<file path="src/rtl/frame_descrambler.sv">
// Receive-side frame descrambler: hunts for the unscrambled sync word, confirms
// alignment through HUNT/PRESYNC/SYNC and descrambles payload words with an
// LFSR keystream that is reseeded at every frame boundary.
module frame_descrambler #(
    parameter logic [31:0] SYNC_WORD    = 32'hB6AB31E0,
    parameter int unsigned FRAME_WORDS  = 64,
    parameter int unsigned SYNC_CONFIRM = 2,
    parameter int unsigned LOSS_THRESH  = 3,
    parameter logic [15:0] SEED         = 16'hDEAD
) (
    input  logic        clk,
    input  logic        rst_n,
    input  logic [31:0] data_in,
    input  logic        data_in_valid,
    output logic [31:0] data_out,
    output logic        data_out_valid,
    output logic        sof,
    output logic        locked,
    output logic        sync_loss
);

    localparam int unsigned CntW   = $clog2(FRAME_WORDS);
    localparam int unsigned MatchW = $clog2(SYNC_CONFIRM + 1);
    localparam int unsigned MissW  = $clog2(LOSS_THRESH + 1);

    localparam logic [CntW-1:0]   LastPos    = CntW'(FRAME_WORDS - 1);
    localparam logic [MatchW-1:0] ConfirmCnt = MatchW'(SYNC_CONFIRM);
    localparam logic [MissW-1:0]  LossCnt    = MissW'(LOSS_THRESH);

    typedef enum logic [1:0] {
        StHunt,
        StPresync,
        StSync
    } state_e;

    state_e            state_q, state_d;
    logic [CntW-1:0]   word_cnt_q, word_cnt_d;
    logic [MatchW-1:0] match_cnt_q, match_cnt_d;
    logic [MissW-1:0]  miss_cnt_q, miss_cnt_d;
    logic [15:0]       lfsr_q, lfsr_d;
    logic [31:0]       data_out_q, data_out_d;
    logic              data_out_valid_q, data_out_valid_d;
    logic              sof_q, sof_d;
    logic              locked_q, locked_d;
    logic              sync_loss_q, sync_loss_d;

    logic              match;
    logic              at_sync_slot;
    logic [CntW-1:0]   word_cnt_inc;
    logic [MatchW-1:0] match_inc;
    logic [MissW-1:0]  miss_inc;
    logic [15:0]       lfsr_step;
    logic [31:0]       keystream;

    assign match        = (data_in == SYNC_WORD);
    assign at_sync_slot = (word_cnt_q == '0);
    assign word_cnt_inc = (word_cnt_q == LastPos) ? '0 : word_cnt_q + 1'b1;
    assign match_inc    = match_cnt_q + 1'b1;
    assign miss_inc     = miss_cnt_q + 1'b1;
    assign lfsr_step    = {lfsr_q[7:0] ^ lfsr_q[15:8], lfsr_q[15:8]};

    // Keystream for the current payload word, taken from the present LFSR value.
    always_comb begin
        keystream = '0;
        for (int j = 0; j < 8; j++) begin
            keystream[j]      = lfsr_q[15-j];
            keystream[j + 8]  = lfsr_q[7-j] ^ lfsr_q[15-j];
            keystream[j + 16] = lfsr_q[7-j];
            keystream[j + 24] = lfsr_q[15-j];
        end
    end

    // Alignment FSM, LFSR control and next output values; invalid cycles hold all state.
    always_comb begin
        state_d          = state_q;
        word_cnt_d       = word_cnt_q;
        match_cnt_d      = match_cnt_q;
        miss_cnt_d       = miss_cnt_q;
        lfsr_d           = lfsr_q;
        data_out_d       = data_out_q;
        data_out_valid_d = 1'b0;
        sof_d            = 1'b0;
        sync_loss_d      = 1'b0;

        if (data_in_valid) begin
            unique case (state_q)
                StHunt: begin
                    if (match) begin
                        state_d     = StPresync;
                        word_cnt_d  = CntW'(1);
                        match_cnt_d = MatchW'(1);
                        lfsr_d      = SEED;
                    end
                end
                StPresync: begin
                    if (at_sync_slot) begin
                        lfsr_d = SEED;
                        if (match) begin
                            word_cnt_d  = CntW'(1);
                            match_cnt_d = match_inc;
                            if (match_inc == ConfirmCnt) begin
                                state_d    = StSync;
                                miss_cnt_d = '0;
                            end
                        end else begin
                            // The missed word is dropped, not searched again.
                            state_d     = StHunt;
                            word_cnt_d  = '0;
                            match_cnt_d = '0;
                            miss_cnt_d  = '0;
                        end
                    end else begin
                        lfsr_d     = lfsr_step;
                        word_cnt_d = word_cnt_inc;
                    end
                end
                StSync: begin
                    if (at_sync_slot) begin
                        // Flywheel: reseed on the expected slot even if the sync word is bad.
                        lfsr_d     = SEED;
                        word_cnt_d = CntW'(1);
                        if (match) begin
                            miss_cnt_d = '0;
                        end else if (miss_inc == LossCnt) begin
                            state_d     = StHunt;
                            word_cnt_d  = '0;
                            match_cnt_d = '0;
                            miss_cnt_d  = '0;
                            sync_loss_d = 1'b1;
                        end else begin
                            miss_cnt_d = miss_inc;
                        end
                    end else begin
                        data_out_d       = data_in ^ keystream;
                        data_out_valid_d = 1'b1;
                        sof_d            = (word_cnt_q == CntW'(1));
                        lfsr_d           = lfsr_step;
                        word_cnt_d       = word_cnt_inc;
                    end
                end
                default: begin
                    state_d = StHunt;
                end
            endcase
        end

        locked_d = (state_d == StSync);
    end

    // State and registered outputs.
    always_ff @(posedge clk or negedge rst_n) begin
        if (!rst_n) begin
            state_q          <= StHunt;
            word_cnt_q       <= '0;
            match_cnt_q      <= '0;
            miss_cnt_q       <= '0;
            lfsr_q           <= SEED;
            data_out_q       <= '0;
            data_out_valid_q <= 1'b0;
            sof_q            <= 1'b0;
            locked_q         <= 1'b0;
            sync_loss_q      <= 1'b0;
        end else begin
            state_q          <= state_d;
            word_cnt_q       <= word_cnt_d;
            match_cnt_q      <= match_cnt_d;
            miss_cnt_q       <= miss_cnt_d;
            lfsr_q           <= lfsr_d;
            data_out_q       <= data_out_d;
            data_out_valid_q <= data_out_valid_d;
            sof_q            <= sof_d;
            locked_q         <= locked_d;
            sync_loss_q      <= sync_loss_d;
        end
    end

    assign data_out       = data_out_q;
    assign data_out_valid = data_out_valid_q;
    assign sof            = sof_q;
    assign locked         = locked_q;
    assign sync_loss      = sync_loss_q;

endmodule

</file>
<file path="config.mk">
export PLATFORM = sky130hd
export DESIGN_NAME = frame_descrambler
export DESIGN_NICKNAME = d
export VERILOG_FILES = /design/src/rtl/frame_descrambler.sv
export SDC_FILE = /design/constraint.sdc
export NUM_CORES = 1
export LEC_CHECK = 0
export CAP_MARGIN = 10
export CORE_ASPECT_RATIO = 1.5
export CORE_UTILIZATION = 50
export DETAILED_ROUTE_END_ITERATION = 8
export DONT_BUFFER_PORTS = 1
export GPL_TIMING_DRIVEN = 0
export PLACE_DENSITY = 0.69
export SETUP_SLACK_MARGIN = 0.02
export SLEW_MARGIN = 20
export SYNTH_ARGS = -nofsm -noshare
export SYNTH_HDL_FRONTEND = slang
export SYNTH_SLANG_ARGS = --single-unit
</file>
<file path="constraint.sdc">
create_clock -name clk -period 2.1 [get_ports clk]
set_clock_uncertainty 0.15 [all_clocks]
set_input_delay 0 -clock clk [delete_from_list [all_inputs] [get_ports clk]]
set_output_delay 0 -clock clk [all_outputs]
set_load 0.02 [all_outputs]
</file>
==> metrics <==
GP Congestion=0.8048; Commonest cells post-synth=53 x dfrtp_1, 43 x o21ai_0, 41 x nand2_1; die area=0.006901 mm²; Crit Reg-Reg Startpoint=word_cnt_q[2]; Tmin final=2.063 ns; Mapped Nets=371; drt wl/cell=17.89 µm; Vias=2,635; number of global-route vias before repair=2,619; synth top area cells=dfrtp_1 40%, dfstp_2 8.8%, xnor2_1 8.5%; kind of critical path=reg -> reg; P_sw=1.430 mW; Reg clk slew, reported paths=0.07 ns; FMAX=0.4846 GHz; Netlist Area Pre-Place=0.003283 mm²; Adder-Cell Fraction of Synth Area=0.03049; area leader, netlist=dfrtp_1; initial antenna violation count=0; Worst setup startpoint=word_cnt_q[2]; Slew Viols, Final=0; post-detail-place hpwl=5384 µm; R2R setup slack=0.04 ns; DRC violations left=0; clk_lat worst skew=0.35 ns; max-cap check violation count=0; Crit Reg-Reg Endpoint=word_cnt_q[0]; Net Sw Frac=0.3431; CTS max path bufs=2; EDFF count, synth=0; Congestion Overflow GR=0; combinational share of power=0.331; Area Growth Syn to Fin=25.76%; utilization after layout=0.6593; mux cell area share after synthesis=0.006860; Core ar.=0.006262 mm²; 1st-iter DRT viols=213; Post-Route WL=8249 µm; Final setup viols=0; slew at the pin with the worst max-slew slack=0.4398 ns; YS warnings=0; critical path endpoint category=register; Mean Syn Cell Area=10.01 µm²; PortBufs=0; H-tree levels=3; antenna cells=0; Slew HR=0.7065; period utilization=0.9826; outcome=completed; P_int=2.738 mW; post-synthesis sequential area ratio=0.4920; starting density of the core=0.5243; number of top-level pins=71; First-pass DRT Iterations=4; fraction of registers with async set/reset=1.000; CTS tree=done; final hold violations=0; layout cells sized above 1=0.2145; fin cells=461; layout net count=425; aggregate global-route resource usage=0.2502; Routed Antenna Nets=0; die height=101.2 µm; synthesized flop and latch total=64; largest family of logic cells by synthesized area=simple AND/OR/NAND/NOR gates; first-pass GRT wire length=12,440 µm; post-synth top area share=0.4040; post-synthesis compound-gate area fraction=0.1448; sequential power share=0.411; RSZ-0062 raised after global routing=yes; Worst setup endpoint=word_cnt_q[0]; Worst Path Arrival=2.14 ns; FF-to-FF path depth=5; num rows=35; Syn Inst Count=328; largest net degree at the start of global routing=65; type of the worst min-delay path=in -> async; Design Power=4.167 mW; simple-gate share of the synthesized area=0.1810; DP Cell Count=402; Startpoint Class=register; VDD IR max=398.4 µV; static leakage=1.798 nW; die width=68.16 µm; Clock power frac=0.257; XOR/XNOR Fraction of Synth Area=0.1067; critical path data required time=2.18 ns; PD cells=1009 mW/mm²; most numerous cell in the Yosys netlist=dfrtp_1; CTS buffer count=9; CTS Sinks=64; Post-synth top flop=dfrtp_1; Vias/cell=5.716; critical-path maximum fanout=5; clock root cell=clkbuf_8; Hold Worst Slack=0.01704 ns; Synth cell types=53
[state kept, by name (all words and copies together) (netlist names), 2 cells and up]
name,count
word_cnt_q,6
data_out,32
lfsr_q,16
match_cnt_q,2
state_q,2
miss_cnt_q,2
[kinds of logic (layout without fill, tap and decap cells)]
group,count (synthesis),after routing
simple gates,108,109
compound gates,75,75
flops,64,64
xor+xnor,40,40
buf+inv,31,89
fa+ha+maj,8,8
mux,2,2
[placed cells by master (no fill, tap or decap), types with 7 or more instances in the layout]
master and count:
and3_1 7, buf_4 11, clkbuf_1 9, clkbuf_8 10
dfrtp_1 50, dfstp_2 11, dlygate4sd3_1 34, inv_1 9
nand2_1 41, nor2_1 14, nor3_1 11, o21ai_0 42
xnor2_1 32, xor2_1 8
[metrics by stage]
step / TNS (ns) / cell area (µm²) / setup slack, ns
floorplan: 0 / 3283 / 0.1832
global placement: -1.189 / 3376 / -0.2429
detailed placement: -3.211 / 3376 / -0.2406
CTS: 0 / 4016 / 0.02566
global route: -0.04737 / 4129 / -0.01618
finish: 0 / 4129 / 0.03660
[power groups by stage]
stage	sequential (mW)	clock, mW	combinational (mW)
6_report	1.71	1.07	1.38
5_1_grt	1.74	1.13	1.51
4_1_cts	1.71	1.09	1.28
3_5_place_dp	1.73	0	1.14
3_3_place_gp	1.72	0	1.12
2_1_floorplan	1.66	0	0.953
[worst min path at each step]
stage / depth (start not counted) / end / startpoint / slack, ns
after floorplan: 0 / data_out[0] / rst_n / -0.45
after global placement: 0 / data_out[4] / rst_n / -0.44
after detailed placement: 0 / data_out[3] / rst_n / -0.44
after CTS: 4 / state_q[0] / data_in[2] / 0.01
after global routing: 2 / data_out[11] / rst_n / 0.05
final: 2 / data_out[4] / rst_n / 0.02
[metal layers]
metal | part of all wire | wire, µm | up-vias | GRT usage
met2 | 0.53 | 4406 | 99 | 0.4449
met3 | 0.054 | 449 | 17 | 0.05293
met4 | 0.024 | 198 | 0 | 0.1058
li1 | - | - | 1252 | -
met1 | 0.39 | 3194 | 1267 | 0.2784
met5 | 0 | 0 | - | 0
[what timing repair did]
item / CTS / global route
hold endpoints to repair: 100 / 0
resized for setup: 16 / 26
setup buffers: 4 / 4
pin swaps: 4 / 10
hold buffers: 35 / 0
cloned: 1 / 0
setup endpoints to repair: 54 / 50
[critical path: stages, from the launching register on]
cell     delay, ns
dfrtp_2       0.43
nor4_4        0.36
nand2_2       0.17
or3_4         0.42
o221a_2       0.14
o32a_1        0.27
[cell type report]
type	count	area (µm²)
fill	474	2133
buffer	19	97.59
sequential	64	1619
clock inverter	5	56.30
clock buffer	11	141.4
timing repair buffer	43	427.9
tap	74	92.59
inverter	11	41.29
multi-input combinational	234	1653
Power figures use the tool's default switching activity.
